<file path="src/rtl/lm07_spi_slave_if.sv">
// SPI pin bundle between an LM07-style master and the slave block.
// CS/SCK come from the master; SIO and its pad enable go back to it.
interface lm07_spi_slave_if;
   logic CS;
   logic SCK;
   logic SIO;
   logic sio_oe;

   modport master (
      output CS,
      output SCK,
      input  SIO,
      input  sio_oe
   );

   modport slave (
      input  CS,
      input  SCK,
      output SIO,
      output sio_oe
   );
endinterface

</file>
<file path="src/rtl/lm07_spi_slave.sv">
// LM07-compatible SPI temperature slave: synchronizes CS/SCK into SYSCLK
// and shifts out a held 13-bit temperature followed by PAD_BITS ones.
module lm07_spi_slave #(
   parameter int SYNC_STAGES = 2,
   parameter int PAD_BITS    = 3
) (
   input  logic                SYSCLK,
   input  logic                RSTN,
   lm07_spi_slave_if.slave     spi,
   input  logic [12:0]         temp_in,
   input  logic                temp_ld,
   output logic                busy,
   output logic                frame_done
);

   localparam int FRAME_LEN = 13 + PAD_BITS;

   localparam logic [1:0] ST_IDLE  = 2'd0;
   localparam logic [1:0] ST_SHIFT = 2'd1;
   localparam logic [1:0] ST_DONE  = 2'd2;

   localparam logic [4:0] CNT_MAX  = 5'(FRAME_LEN);
   localparam logic [4:0] CNT_LAST = 5'(FRAME_LEN - 1);
   localparam logic [1:0] FLUSH_N  = 2'(SYNC_STAGES);

   logic [SYNC_STAGES-1:0] cs_sync_q, cs_sync_d;
   logic [SYNC_STAGES-1:0] sck_sync_q, sck_sync_d;
   logic                   cs_prev_q, cs_prev_d;
   logic                   sck_prev_q, sck_prev_d;
   logic [1:0]             flush_q, flush_d;
   logic                   armed_q, armed_d;

   logic [1:0]             state_q, state_d;
   logic [FRAME_LEN-1:0]   shift_q, shift_d;
   logic [4:0]             cnt_q, cnt_d;
   logic                   done_q, done_d;
   logic [12:0]            hold_q, hold_d;
   logic [12:0]            pend_q, pend_d;
   logic                   pend_flag_q, pend_flag_d;

   logic cs_s;
   logic sck_s;
   logic cs_fall;
   logic cs_rise;
   logic sck_fall;

   assign cs_s  = cs_sync_q[SYNC_STAGES-1];
   assign sck_s = sck_sync_q[SYNC_STAGES-1];

   // Falls are ignored until CS has been seen high on post-reset samples,
   // so a CS held low across reset cannot start a frame.
   assign cs_fall  = armed_q & cs_prev_q & ~cs_s;
   assign cs_rise  = ~cs_prev_q & cs_s;
   assign sck_fall = sck_prev_q & ~sck_s;

   always_comb begin
      cs_sync_d  = {cs_sync_q[SYNC_STAGES-2:0], spi.CS};
      sck_sync_d = {sck_sync_q[SYNC_STAGES-2:0], spi.SCK};
      cs_prev_d  = cs_s;
      sck_prev_d = sck_s;
      flush_d    = (flush_q == FLUSH_N) ? flush_q : flush_q + 2'd1;
      armed_d    = armed_q | ((flush_q == FLUSH_N) & cs_s);
   end

   // Holding register with a one-deep pending slot for loads during a frame.
   always_comb begin
      hold_d      = hold_q;
      pend_d      = pend_q;
      pend_flag_d = pend_flag_q;
      if (state_q == ST_IDLE) begin
         if (temp_ld) begin
            hold_d      = temp_in;
            pend_flag_d = 1'b0;
         end else if (pend_flag_q) begin
            hold_d      = pend_q;
            pend_flag_d = 1'b0;
         end
      end else if (temp_ld) begin
         pend_d      = temp_in;
         pend_flag_d = 1'b1;
      end
   end

   always_comb begin
      state_d = state_q;
      shift_d = shift_q;
      cnt_d   = cnt_q;
      done_d  = 1'b0;
      unique case (state_q)
         ST_IDLE: begin
            if (cs_fall) begin
               state_d = ST_SHIFT;
               shift_d = {hold_q, {PAD_BITS{1'b1}}};
               cnt_d   = 5'd0;
            end
         end
         ST_SHIFT: begin
            if (cs_rise) begin
               state_d = ST_IDLE;
               shift_d = '1;
            end else if (sck_fall) begin
               shift_d = {shift_q[FRAME_LEN-2:0], 1'b1};
               if (cnt_q != CNT_MAX) begin
                  cnt_d = cnt_q + 5'd1;
               end
               if (cnt_q == CNT_LAST) begin
                  state_d = ST_DONE;
                  done_d  = 1'b1;
               end
            end
         end
         ST_DONE: begin
            if (cs_rise) begin
               state_d = ST_IDLE;
               shift_d = '1;
            end
         end
         default: begin
            state_d = ST_IDLE;
            shift_d = '1;
         end
      endcase
   end

   always_ff @(posedge SYSCLK) begin
      if (!RSTN) begin
         cs_sync_q   <= '1;
         sck_sync_q  <= '0;
         cs_prev_q   <= 1'b1;
         sck_prev_q  <= 1'b0;
         flush_q     <= 2'd0;
         armed_q     <= 1'b0;
         state_q     <= ST_IDLE;
         shift_q     <= '1;
         cnt_q       <= 5'd0;
         done_q      <= 1'b0;
         hold_q      <= 13'd0;
         pend_q      <= 13'd0;
         pend_flag_q <= 1'b0;
      end else begin
         cs_sync_q   <= cs_sync_d;
         sck_sync_q  <= sck_sync_d;
         cs_prev_q   <= cs_prev_d;
         sck_prev_q  <= sck_prev_d;
         flush_q     <= flush_d;
         armed_q     <= armed_d;
         state_q     <= state_d;
         shift_q     <= shift_d;
         cnt_q       <= cnt_d;
         done_q      <= done_d;
         hold_q      <= hold_d;
         pend_q      <= pend_d;
         pend_flag_q <= pend_flag_d;
      end
   end

   assign spi.SIO    = shift_q[FRAME_LEN-1];
   assign spi.sio_oe = (state_q != ST_IDLE);
   assign busy       = (state_q != ST_IDLE);
   assign frame_done = done_q;

endmodule

</file>
<file path="src/flat_wrapper.sv">
// flat-port wrapper written by rule: the top's interface ports become plain ports
module lm07_spi_slave_flat 
#(
   parameter int SYNC_STAGES = 2,
   parameter int PAD_BITS    = 3
)
  (SYSCLK, RSTN, temp_in, temp_ld, busy, frame_done, spi_CS, spi_SCK, spi_SIO, spi_sio_oe);
  lm07_spi_slave_if spi_i ();
  input  logic SYSCLK;
  input  logic RSTN;
  input  logic [12:0] temp_in;
  input  logic temp_ld;
  output logic busy;
  output logic frame_done;
  input wire logic [$bits(spi_i.CS)-1:0] spi_CS;
  input wire logic [$bits(spi_i.SCK)-1:0] spi_SCK;
  output wire logic [$bits(spi_i.SIO)-1:0] spi_SIO;
  output wire logic [$bits(spi_i.sio_oe)-1:0] spi_sio_oe;
  assign spi_i.CS = spi_CS;
  assign spi_i.SCK = spi_SCK;
  assign spi_SIO = spi_i.SIO;
  assign spi_sio_oe = spi_i.sio_oe;
  lm07_spi_slave #(.SYNC_STAGES(SYNC_STAGES), .PAD_BITS(PAD_BITS)) u_core (.SYSCLK(SYSCLK), .RSTN(RSTN), .spi(spi_i), .temp_in(temp_in), .temp_ld(temp_ld), .busy(busy), .frame_done(frame_done));
endmodule
</file>
<file path="config.mk">
export PLATFORM = sky130hd
export DESIGN_NAME = lm07_spi_slave_flat
export DESIGN_NICKNAME = d
export VERILOG_FILES = /design/src/rtl/lm07_spi_slave_if.sv /design/src/rtl/lm07_spi_slave.sv /design/src/flat_wrapper.sv
export SDC_FILE = /design/constraint.sdc
export NUM_CORES = 1
export LEC_CHECK = 0
export ABC_AREA = 1
export CAP_MARGIN = 10
export CELL_PAD_IN_SITES_DETAIL_PLACEMENT = 1
export CELL_PAD_IN_SITES_GLOBAL_PLACEMENT = 2
export CORE_UTILIZATION = 36
export DETAILED_ROUTE_END_ITERATION = 8
export PLACE_DENSITY = 0.82
export SETUP_SLACK_MARGIN = 0.2
export SLEW_MARGIN = 40
export SYNTH_ARGS = -nofsm -noshare
export SYNTH_HDL_FRONTEND = slang
export SYNTH_SLANG_ARGS = --single-unit
</file>
<file path="constraint.sdc">
create_clock -name SYSCLK -period 2.9 [get_ports SYSCLK]
set_input_delay 0.58 -clock SYSCLK [delete_from_list [all_inputs] [get_ports SYSCLK]]
set_output_delay 0.58 -clock SYSCLK [all_outputs]
set_load 0.005 [all_outputs]
</file>
==> Yosys cells after proc, flatten, opt, wreduce, memory -nomap -nowiden <==
Index checks and enable logic that the tools add are counted.
{ "op_classes": {"addsub": 2, "n_eq_ne": 12, "muxes": 19, "bitwise_logic": 13, "reduce_logical": 11} }
{ "op_table": {"columns": ["operator", "n"], "rows": [
  ["$mux W16", 4],
  ["$pmux W16 S3", 1],
  ["$mux W13", 2],
  ["$mux W5", 4],
  ["$mux W2", 5],
  ["$pmux W5 S2", 1],
  ["$ne A2 B1 Y1 const B", 4],
  ["$not A1 Y1", 7],
  ["$ne A3 B1 Y1 const B", 2],
  ["$pmux W2 S3", 1],
  ["$reduce_bool A2 Y1", 3],
  ["$add A5 B1 Y5 const B", 1],
  ["$and A1 B1 Y1", 5],
  ["$eq A5 B4 Y1 const B", 1],
  ["$ne A5 B5 Y1 const B", 1],
  ["$reduce_and A5 Y1", 1],
  ["$eq A2 B2 Y1 const B", 2],
  ["$reduce_and A2 Y1", 2],
  ["$reduce_and A4 Y1", 1],
  ["$reduce_or A4 Y1", 1],
  ["$reduce_and A3 Y1", 1],
  ["$add A2 B1 Y2 const B", 1],
  ["$eq A2 B1 Y1 const B", 1],
  ["$logic_not A2 Y1", 1],
  ["other kinds (4)", 4]
]} }
{ "word_totals": {"ff_bits": 60} }

==> Logic depth before layout (Yosys ltp) <==
Gate-level depths: netlist of the first run.
{ "logic_depth": {"depth_word": 5, "depth_mapped": 10, "ltp_nobuf": 10} }

==> Least setup slack after synthesis of the first run <==
OpenSTA, ideal clock, no wires.
{ "synth_path": {"path_type": "register to output", "startpoint": "register u_core.state_q[1]", "endpoint": "output spi_sio_oe", "arrival_time_ps": 1014, "slack_ps": 1306, "stages_incl_launch_ff": 5, "path_cell_list": "dfxtp_1 > nor2_4 > inv_4 > buf_2 > buf_4"} }
{ "synth_between": {"elab_chain_len": 1} }
{ "synth_lines": {"columns": ["item", "line", "text"], "rows": [
  ["start, declared", "lm07_spi_slave.sv:33", "logic [1:0] state_q, state_d;"],
  ["start signal, assigned", "lm07_spi_slave.sv:147", "state_q <= state_d;"],
  ["$reduce_bool A2 Y1", null, null],
  ["end, declared", "flat_wrapper.sv:18", "output wire logic [$bits(spi_i.sio_oe)-1:0] spi_sio_oe;"]
]} }
No other way between the ends.

==> Worst setup path in the final report of the first run <==
{ "layout_path": {"startpoint": "register u_core.state_q[1]", "endpoint": "output busy"} }
{ "layout_between": {"elab_chain_len": 1} }
{ "layout_lines": {"columns": ["item", "line", "text"], "rows": [
  ["$reduce_bool A2 Y1", "lm07_spi_slave.sv:159", "assign busy = (state_q != ST_IDLE);"],
  ["end, declared", "flat_wrapper.sv:13", "output logic busy;"]
]} }
No other way between the ends.

==> out/metrics.csv, run 1 <==
metric,value,unit
Power Total,2.71,mW
Synth cell types,29,
Crit Path Max Fanout,13,
Crit Path Class,reg2out,
cell area power density,930,nW/um^2
GPL Wtd Cong,0.748,
Final #Nets,366,
outcome,"complete, no violations",
# clock sinks,57,
Via density,4.91,
Syn Nets,346,
r2r startpoint,u_core.state_q[1],
vias in the first global route,2075,
top cell type's share of synthesized area,45.4,%
Reg2Reg Depth,6,
half-perimeter wire length after detailed placement,3760,microns
hold-critical path depth,1,
R2R Setup Slk,1.31,ns
Worst-path clk slew,0.06,ns
Final ANT Viol Nets,0,
Filler Cell Count,866,
Final Non-Filler Cells,426,
hold_ws,0.411,ns
final hold violations,0,
global route overflow,0,
leakage,1.12,nW
clk_skew,0.00508,ns
cell count after synthesis,324,
largest cells by area after synthesis,"dfxtp_1, nand2_1, o21ai_0",
Critical path origin,u_core.state_q[1],
maximum clock rate,442,MHz
first-pass GRT wire length,9700,microns
area delta synth->final,16.0,%
largest net degree at the start of global routing,29,
Worst Tran Pin Value,0.406,ns
H-tree depth,3,
Max Cap Violations,0,
TritonRoute pass-1 iters,4,
sequential share of the synthesized area,45.4,%
Skew-Pair Late Insertion Delay,0.33,ns
CP endpoint,busy,
Root Buffer,clkbuf_8,
YS warnings,0,
initial antenna violation count,0,
post-CTS resize count,0,
routed wire length,5400,microns
maximum VDD drop,0.000294,V
Die Ht,85.5,microns
Synth Register Bits,57,
CP endpoint kind,output pin,
Slew headroom,72.8,%
Die Width,85.5,microns
starting density of the core,37.2,%
# DRC,0,
total CTS buffers,9,
worst min path class,reg2reg,
endpoints failing setup,0,
post-CTS setup buffer count,0,
max-slew violations,0,
"Avg Cell Area, Syn",7.75,sq um
Max clock buf depth,2,
crit start category,flop,
diodes inserted,0,
Top-Level Pins,22,
synthesized area,2510,sq um
core area,6760,sq um
share of cells above drive strength 1,13.3,%
wire length per cell,12.7,microns
Synth area leader,dfxtp_1,
RSZ-0062 raised after global routing,false,
# rows,30,
die area,7310,sq um
GR Util All Layers,16.8,%
drt initial violations,82,
Port-buffer cells,21,
detailed-route via count,2092,
Critical Path RT,2.32,ns
TritonCTS clock tree,built,
placed insts,413,
period utilisation layout,78.1,%
WP data arrival,1.68,ns
"Hold-fix buffers, CTS",0,
final setup TNS,0,ns
FF-to-FF End,u_core.hold_q[3],
fin crit period,2.26,ns
cells in the mapped netlist:
library cell / instances
buf_4: 1
or2_2: 9
nand3_4: 1
clkbuf_1: 5
nor2_1: 18
buf_6: 3
inv_2: 3
nand2_1: 71
nor2_8: 1
o21ai_2: 3
inv_4: 1
inv_1: 25
nor2_4: 5
nor3_1: 2
ha_1: 4
dfxtp_1: 57
o21ai_0: 33
nand4_1: 1
or2_0: 2
clkinv_1: 1
o21ai_1: 14
nor3b_1: 1
a21oi_2: 7
buf_8: 1
nand3_1: 9
buf_2: 5
a21oi_1: 32
nand2_2: 1
a31oi_1: 8
report_power, final:
group | internal, mW | leakage [nW] | switching (mW)
Clock | 0.366 | 0.0875 | 0.281
Combinational | 0.355 | 0.564 | 0.591
Sequential | 0.995 | 0.468 | 0.121
cell usage in the layout, fill, tap and decap left out, types with 3 or more instances in the layout:
cell type,synthesis,routed
nor2_1,18,18
clkdlybuf4s50_1,0,21
a21oi_1,32,32
o21ai_2,3,3
or2_2,9,9
o21ai_0,33,33
inv_2,3,3
dfxtp_1,57,57
nand3_1,9,9
inv_1,25,25
nand2_1,71,71
nor2_4,5,5
clkbuf_8,0,12
a21oi_2,7,7
ha_1,4,4
o21ai_1,14,14
buf_4,1,3
a31oi_1,8,8
flip-flops by register name (all words and copies together), names as in the netlist:
register and count:
u_core.sck_prev_q 1, u_core.cs_prev_q 1, u_core.frame_done 1, u_core.pend_flag_q 1, u_core.cs_sync_q 2, u_core.shift_q 13
u_core.flush_q 2, u_core.pend_q 13, u_core.state_q 2, u_core.cnt_q 5, u_core.sck_sync_q 2, u_core.hold_q 13
u_core.armed_q 1
kinds of logic after synthesis:
| family | share of synthesized area (%) |
|---|---|
| and+or+nand+nor | 22.8 |
| AOI/OAI and AO/OA | 21.2 |
| DFF | 45.4 |
| buffers and inverters | 8.57 |
| adders and majority gates | 1.99 |
worst max-delay path, stage by stage (launching register included):
cell             delay (ns)
dfxtp_1                0.38
nor2_4                 0.34
inv_4                  0.16
clkdlybuf4s50_1        0.48
per-layer routing:
| metal | GRT usage (%) | part of all wire [%] | up-vias |
|---|---|---|---|
| li1 | - | - | 1092 |
| met3 | 5.49 | 3.1 | 4 |
| met2 | 26.9 | 46 | 26 |
| met5 | 0 | 0 | - |
| met4 | 6.36 | 0.85 | 0 |
| met1 | 21.2 | 50 | 970 |
metrics by stage:
stage / setup WS, ns / util [%] / area (sq um)
2_1_floorplan: 1.31 / - / 2510
6_report: 0.636 / 43.1 / 2910
3_3_place_gp: 0.499 / 40.6 / 2740
5_1_grt: 0.537 / 43.1 / 2910
3_5_place_dp: 0.382 / 40.6 / 2740
4_1_cts: 0.608 / 43.1 / 2910
cell type report:
class,count,area (sq um),area share (%)
Inverter,30,115,3.95
Sequential cell,57,1140,39.2
Clock buffer,13,169,5.80
Tap cell,80,100,3.44
Multi-Input combinational cell,222,1150,39.6
Timing Repair Buffer,24,233,7.99
how the worst min path moves through the flow:
stage | startpoint | end | slack (ns)
6_report | u_core.cs_sync_q[0] | u_core.cs_sync_q[1] | 0.41
5_1_grt | u_core.cs_sync_q[0] | u_core.cs_sync_q[1] | 0.44
4_1_cts | u_core.cs_sync_q[0] | u_core.cs_sync_q[1] | 0.41
3_5_place_dp | u_core.cs_sync_q[0] | u_core.cs_sync_q[1] | 0.40
3_3_place_gp | u_core.cs_sync_q[0] | u_core.cs_sync_q[1] | 0.40
2_1_floorplan | u_core.sck_sync_q[0] | u_core.sck_sync_q[1] | 0.39
Note: power is estimated with default switching activity, not from simulation.
==> run 2, diff against run 1 <==
- CORE_UTILIZATION: 36 -> 30
- PLACE_DENSITY: 0.82 -> 0.73
- clock period: 2.9 -> 1.9 ns (I/O delays scaled with it)
==> out/metrics.csv, run 2 (synthesis results as in run 1) <==
metric,value,unit
"Hold-fix buffers, CTS",0,
Finished Cell Area,3040,sq um
die area,8740,sq um
Root Buffer,clkbuf_8,
cell area power density,1400,nW/um^2
CP top delay family,buffers and inverters,
Filler Cell Count,1000,
Final #Nets,375,
CP endpoint kind,output pin,
area delta synth->final,20.9,%
Clk network pwr share,22.8,%
crit start category,flop,
drt initial violations,65,
# clock sinks,57,
Slew headroom,74.0,%
Final ANT Viol Nets,0,
Sequential Power Share,40.1,%
Crit Path Max Fanout,2,
"critical path, cell by cell",clkdlybuf4s50_1,
Power Total,4.24,mW
core area,8180,sq um
maximum VDD drop,0.000499,V
CP max-delay cell,clkdlybuf4s50_1,
wire length per cell,12.1,microns
switching share of power,36.9,%
# rows,33,
Die Ht,93.5,microns
Critical Path RT,1.52,ns
Area after DPL,2830,sq um
outcome,"complete, no violations",
largest net degree at the start of global routing,29,
leakage,1.19,nW
starting density of the core,30.7,%
Max Cap Violations,0,
Util after Layout,37.1,%
period utilisation layout,81.8,%
most frequent cells in the layout,"nand2_1, dfxtp_1, o21ai_0",
clk_skew,0.00341,ns
H-tree depth,3,
Critical path origin,u_core.shift_q[15],
final hold violations,0,
# DRC,0,
largest registers,"u_core.hold_q: 13 flops, u_core.pend_q: 13 flops, u_core.shift_q: 13 flops",
half-perimeter wire length after detailed placement,3780,microns
Crit path largest cell delay,0.50,ns
TritonCTS clock tree,built,
GPL Wtd Cong,0.688,
WP data arrival,1.17,ns
Port-buffer cells,21,
net switching power,1.57,mW
share of cells above drive strength 1,16.3,%
routed wire length,5580,microns
detailed-route via count,2094,
GR Util All Layers,14.0,%
Min-Delay Startpoint,u_core.cs_sync_q[0],
Worst Path Buf+Inv,1,
vias in the first global route,2005,
RSZ-0062 raised after global routing,false,
"commonest non-fill, non-tap cell in the layout",nand2_1,
Top-Level Pins,22,
final setup TNS,0,ns
global route overflow,0,
Max clock buf depth,2,
worst min path class,reg2reg,
Pint,2.68,mW
combinational share of power,37.1,%
r2r startpoint,u_core.cs_sync_q[1],
placed insts,443,
initial antenna violation count,0,
endpoints failing setup,0,
Worst-path clk slew,0.06,ns
Skew-Pair Late Insertion Delay,0.33,ns
Via density,4.54,
TritonRoute pass-1 iters,4,
diodes inserted,0,
fin crit period,1.55,ns
first-pass GRT wire length,9370,microns
Crit Path Class,reg2out,
Die Width,93.5,microns
Final Non-Filler Cells,461,
maximum clock rate,643,MHz
Worst Tran Pin Value,0.388,ns
total CTS buffers,9,
max-slew violations,0,
==> run 2: cell types whose count changed in the layout (fill, tap and decap cells not counted), sizes merged <==
cell	before	now
buf	3	11
dlymetal6s2s	0	2
clkbuf	13	14
clkdlybuf4s50	21	19
nand3	10	11
==> run 2: through the flow <==
stage | hold slack, ns | worst slack [ns]
after global routing | 0.436 | 0.230
after detailed placement | 0.408 | 0.0890
final | 0.420 | 0.346
after CTS | 0.426 | 0.185
after floorplan | 0.390 | 0.472
after global placement | 0.402 | 0.167
==> run 2: worst paths after layout <==
path | end | slack (ns) | depth (start not counted)
max | spi_SIO | 0.35 | 1
min | u_core.cs_sync_q[1] | 0.42 | 1
max reg2reg | u_core.state_q[0] | 0.39 | 7
min reg2reg | u_core.cs_sync_q[1] | 0.42 | 1
==> run 2: layout make-up <==
class | count | area [sq um] | share of cell area (%)
multi-input cells | 223 | 1160 | 38.4
flip-flops and latches | 57 | 1150 | 37.9
repair buffers | 32 | 310 | 10.2
clock buffers | 14 | 163 | 5.36
well taps | 105 | 131 | 4.33
inverters | 30 | 115 | 3.79
==> run 2: power by group through the flow <==
stage | registers (mW) | logic (mW) | clock network [mW]
global route | 1.74 | 1.82 | 1.07
detailed placement | 1.73 | 1.52 | 0
global placement | 1.72 | 1.49 | 0
floorplan | 1.68 | 1.24 | 0
CTS | 1.70 | 1.58 | 1.01
finish | 1.70 | 1.58 | 0.965
==> run 2: per-layer routing <==
metal  track usage (%)  vias to the layer above  share of wire, %
met4              5.38                        0               1.2
met3              4.39                        7               2.9
li1                  -                     1119                 -
met5                 0                        -                 0
met1              17.9                      945                51
met2              21.8                       23                45
==> run 2: timing repair <==
| action | in CTS | in global routing |
|---|---|---|
| setup endpoints to repair | 2 | 4 |
| gates cloned | 0 | 1 |
| buffers inserted | 3 | 0 |
| resized for setup | 3 | 5 |
| endpoints found under the hold margin | 0 | 0 |
| pin swaps | 1 | 2 |
==> variant 1: new RTL, flow settings as in run 2 <==
Register the output `frame_done` once more; this adds one clock of latency there. The other outputs are not delayed to match.
--- a/src/rtl/lm07_spi_slave.sv
+++ b/src/rtl/lm07_spi_slave.sv
@@ -157,7 +157,9 @@
    assign spi.SIO    = shift_q[FRAME_LEN-1];
    assign spi.sio_oe = (state_q != ST_IDLE);
    assign busy       = (state_q != ST_IDLE);
-   assign frame_done = done_q;
+   always_ff @(posedge SYSCLK) begin
+      frame_done <= done_q;
+   end
 
 endmodule
 
Formal check against the unedited RTL: same outputs for any inputs over 10 cycles, from zero or initial values and one cycle with RSTN low; that may be too few to reach the edited logic, so the function may still have changed.
==> variant 1 against run 2 <==
- final area fell by 1.3%
- synthesized area down 2.2%
- synthesized cell count is 1.2% higher
- combinational power decreased by 4%
- via count increased by 2.9%
- sequential cell count is 1 higher
- power is 1.3% lower
- worst setup slack got worse by 2.9 ps
- routed wire length is 7.7% higher
==> variant 1: results (changes against run 2) <==
[final_layout]
fill_cells=976  ; -2.4%
drive_gt1_share_pct=12.7  ; -3.6 points
largestRegisters=u_core.hold_q x13, u_core.pend_q x13, u_core.shift_q x13
diodes=0  ; unchanged
final_nets=380  ; +1.3%
final_cell_count_no_fill=465  ; +0.87%

[yosys]
syn-num-nets=350  ; +1.2%
postSynth.asyncResetShare_pct=0  ; unchanged
ys.flop_type=dfxtp_1
ys_seq_area_share_pct=47.3  ; +1.8 points
synthTopCellsByArea=dfxtp_1 47%, nand2_1 10%, a21oi_1 8.4%
synth_commonest_cells=68 x nand2_1, 58 x dfxtp_1, 41 x a21oi_1, 41 x o21ai_0, 33 x inv_1
synthDistinctLibCells=25  ; -14%
yosys_warnings=0  ; unchanged
synth_cells=328  ; +1.2%

[outcome]
outcome=completed

[hold_path]
hold-path-cell-count=0  ; -1
min_path_type=reg2reg
worstHoldStart=u_core.done_q

[clock_network]
clk_latency_ps=330  ; about the same
cts_made_buffers=9  ; unchanged
ctsRootBufferMaster=clkbuf_8
path_clk_slew_ps=60  ; about the same
htreeDepth=3  ; unchanged
cts_buffer_depth=2  ; unchanged

[setup_path]
r2r-start=u_core.state_q[0]
path_max_fanout=20  ; +18
worstRegToRegCells=7  ; unchanged
crit_arrival_ps=1770  ; +600 ps
crit_path_start=temp_ld

[detailed_routing]
drt-initial-drc-count=77  ; +18%
drtPass1Iterations=4  ; unchanged
vias_per_cell=4.63  ; +2.0%
wl_per_cell_um=12.9  ; +6.8%

[global_routing]
grt_pass1_wl_mm=10.1  ; +7.8%
grtUsageMet2_pct=24.3  ; +2.6 points
globalRouteOverflowTotal=0  ; unchanged
grt_max_degree=30  ; +3.4%
first_global_vias=2159  ; +7.7%
grtUsageMet1_pct=19.1  ; +1.2 points
grt_use_met3_pct=4.68  ; +0.29 points
grt_antenna_before_repair=0  ; unchanged
grt_usage_pct=15.2  ; +1.3 points

[placed_design]
placed_cell_area_mm2=0.00279  ; -1.4%
post-place-ws_ps=55.6  ; -33.3 ps
dp_hpwl_mm=3.96  ; +4.6%
place_inst=446  ; +0.68%
gp_routability_congestion=0.694  ; +0.84%
port-buffer-count=21  ; unchanged

[power]
switchingPower_mw=1.56  ; -0.16%
ir_drop_v=0.000356  ; -29%
leakage_nw=1.21  ; +1.3%

[timing]
slew_headroom_pct=77.5  ; +3.5 points
finClkSkew_ps=5.04  ; +1.63 ps

## variant 1: cell count changes after synthesis, sizes merged
cell | before | now
a31oi | 8 | 6
or2 | 11 | 9
o21ai | 50 | 54
clkbuf | 5 | 6
a21oi | 39 | 41
dfxtp | 57 | 58
nor2 | 24 | 23
nand2 | 72 | 68
inv | 29 | 34
## variant 1: worst paths after layout
check	end	slack [ps]
max	u_core.pend_q[11]	340
min	u_core.frame_done	330
max reg2reg	u_core.pend_q[11]	340
min reg2reg	u_core.frame_done	330
## variant 1: final cells by class
| class | count | area, µm² | share of cell area (%) |
|---|---|---|---|
| multi-input combinational | 220 | 1090 | 36.3 |
| sequential | 58 | 1170 | 39.0 |
| clock buffer | 13 | 149 | 4.97 |
| clock inverter | 3 | 15.0 | 0.501 |
| inverter | 35 | 135 | 4.51 |
| tap | 102 | 128 | 4.26 |
| timing repair buffer | 34 | 313 | 10.4 |
## variant 1: power by group through the flow
stage          Combinational, mW  Sequential (mW)  Clock, mW
2_1_floorplan               1.10             1.67          0
3_3_place_gp                1.40             1.71          0
3_5_place_dp                1.45             1.72          0
4_1_cts                     1.50             1.70       1.01
5_1_grt                     1.74             1.74       1.08
6_report                    1.52             1.70      0.969
## variant 1: cells by family after synthesis
kind of cell	count (synthesis)	share of synthesized area (%)
DFF	58	47.3
AOI/OAI and AO/OA	101	21.0
adders and majority gates	4	2.04
buffers and inverters	51	9.02
and+or+nand+nor	114	20.6
## variant 1: routing by layer
| layer | share of wire (%) | routed length [µm] |
|---|---|---|
| met3 | 3.0 | 181 |
| met5 | 0 | 0 |
| met2 | 45 | 2700 |
| met1 | 50 | 3000 |
| met4 | 2.0 | 123 |
## variant 1: worst max-delay path: stages
cell,delay (ps)
clkdlybuf4s50_1,530
inv_1,100
nor2_4,150
clkinvlp_4,300
o21ai_0,250
a21oi_1,60
## variant 1: repair_timing
action | in CTS | in global routing
pin swaps | 1 | 0
setup endpoints to repair | 2 | 6
gates resized for setup | 4 | 4
setup buffers | 2 | 0
cloned | 0 | 1
==> variant 2: new RTL, flow settings as in run 2 <==
Made on the original files. `PAD_BITS` is set to 3 in 2 places; all go to 4.
--- a/src/rtl/lm07_spi_slave.sv
+++ b/src/rtl/lm07_spi_slave.sv
@@ -2,7 +2,7 @@
 // and shifts out a held 13-bit temperature followed by PAD_BITS ones.
 module lm07_spi_slave #(
    parameter int SYNC_STAGES = 2,
-   parameter int PAD_BITS    = 3
+   parameter int PAD_BITS    = 4
 ) (
    input  logic                SYSCLK,
    input  logic                RSTN,
--- a/src/flat_wrapper.sv
+++ b/src/flat_wrapper.sv
@@ -2,7 +2,7 @@
 module lm07_spi_slave_flat 
 #(
    parameter int SYNC_STAGES = 2,
-   parameter int PAD_BITS    = 3
+   parameter int PAD_BITS    = 4
 )
   (SYSCLK, RSTN, temp_in, temp_ld, busy, frame_done, spi_CS, spi_SCK, spi_SIO, spi_sio_oe);
   lm07_spi_slave_if spi_i ();
Check against the original RTL: no difference found for any inputs over 10 cycles, from zero or initial values and one cycle with RSTN low; that may be too few to reach the edited logic, so the function may still have changed.
==> variant 2 against run 2 <==
- synthesized area about the same
- worst setup slack got worse by 29 ps
- largest cell class unchanged
- highest routed layer unchanged
- sequential cell count stayed put
- clock skew increased by 5.5 ps
- routed wire length increased by 10%
- die area hardly changed
- via count grew 6.4%
- register-to-register slack got worse by 70 ps
- final area is 2.5% higher
- power increased by 16%
- first-iteration DRC count is 3.1% lower
- non-clock buffer count grew 4
==> variant 2: results (changes against run 2) <==
[clock_network]
ctsRootBufferMaster=clkbuf_8
cts_buffer_depth=2  ; unchanged
path_clk_slew_ps=60  ; about the same
clk_latency_ps=340
htreeDepth=3  ; unchanged
cts_made_buffers=9  ; unchanged

[placed_design]
post-place-ws_ps=26.9  ; -62.0 ps
gp_routability_congestion=0.709  ; +3.0%
placed_cell_area_mm2=0.00285  ; +0.84%
port-buffer-count=21  ; unchanged
dp_hpwl_mm=4.18  ; +11%

[final_layout]
drive_gt1_share_pct=13.2  ; -3.1 points
largestRegisters=u_core.hold_q x13, u_core.pend_q x13, u_core.shift_q x13
final_nets=395  ; +5.3%
fill_cells=1018  ; +1.8%
diodes=0  ; unchanged
regArea_mm2=0.00115  ; -0.22%

[detailed_routing]
wl_mm=6.13  ; +10%
vias=2228  ; +6.4%
drtPass1Iterations=4  ; unchanged
drt-initial-drc-count=63  ; -3.1%

[outcome]
outcome=completed

[yosys]
synth_commonest_cells=96 x nand2_1, 57 x dfxtp_1, 34 x o21ai_0
synthTopCellsByArea=dfxtp_1 45%, nand2_1 14%, o21ai_0 6.8%
syn-num-nets=363  ; +4.9%
ys.flop_type=dfxtp_1
postSynth.asyncResetShare_pct=0  ; unchanged
synthDistinctLibCells=28  ; -3.4%
yosys_warnings=0  ; unchanged
ys_seq_area_share_pct=45.4  ; about the same

[setup_path]
crit_arrival_ps=1800  ; +630 ps
reg2reg_slack_ps=320  ; -70 ps
path_max_fanout=9  ; +7

[global_routing]
first_global_vias=2142  ; +6.8%
grt_usage_pct=15.6  ; +1.6 points
grt_max_degree=42  ; +45%
grt_antenna_before_repair=0  ; unchanged
grt_pass1_wl_mm=10.3  ; +10%

[timing]
finClkSkew_ps=8.96  ; +5.54 ps
worstMarginPinSlew_ps=569  ; +181 ps
finalCritPeriodShare_pct=83.3  ; +1.5 points

[power]
ir_drop_v=0.000438  ; -12%
leakage_nw=1.31  ; +9.9%

[hold_path]
min_path_type=reg2reg

## variant 2: logic make-up after synthesis
kind of cell | synth area share [%]
buffers and inverters | 7.91
adder cells (fa/ha/maj) | 1.99
flip-flops | 45.4
AND/OR/NAND/NOR | 28.7
AO/OA/AOI/OAI | 16.0
## variant 2: layout make-up
class	instances	share of cell area [%]
clock buffers	14	5.55
clock inverters	2	1.13
inverters	30	3.70
multi-input cells	239	37.8
flip-flops and latches	57	36.9
well taps	105	4.22
repair buffers	36	10.7
## variant 2: repair_timing
| action | 4_1_cts | 5_1_grt |
|---|---|---|
| gates cloned | 0 | 0 |
| buffers inserted | 2 | 4 |
| gates resized for setup | 6 | 2 |
| pin swaps | 1 | 1 |
| hold buffers | 0 | 0 |
| endpoints found under the setup margin | 2 | 13 |
| endpoints found under the hold margin | 0 | 0 |
## variant 2: path summary, 6_finish.rpt
| path | startpoint | endpoint | cells past startpoint |
|---|---|---|---|
| hold reg to reg | u_core.cs_sync_q[0] | u_core.cs_sync_q[1] | 1 |
| hold / removal | u_core.cs_sync_q[0] | u_core.cs_sync_q[1] | 1 |
| setup reg to reg | u_core.state_q[1] | u_core.shift_q[16] | 9 |
| setup / recovery | u_core.state_q[1] | u_core.shift_q[16] | 9 |
## variant 2: through the flow
stage                     hold WS, ps  instances
after detailed placement          399        461
after global placement            399        461
after global routing              430        483
final                             414        483
after CTS                         417        479
after floorplan                   390        341
## variant 2: per-layer routing
metal | GRT usage [%] | routed length (µm) | share of wire, %
met2 | 24.1 | 2720 | 44
met3 | 5.61 | 185 | 3.0
met5 | 0 | 0 | 0
met1 | 19.9 | 3150 | 51
met4 | 5.77 | 78 | 1.3
## variant 2: critical path, stage by stage (launching register included)
cell,delay (ps)
dfxtp_4,350
buf_4,150
buf_4,170
nor2_8,150
nand2_4,70
nor2_2,130
nor2_4,90
buf_4,170
o21ai_0,90
nand3_1,90
## variant 2: power breakdown
group | internal, mW | switching (mW)
sequential | 1.57 | 0.203
clock | 0.712 | 0.474
combinational | 0.754 | 1.19
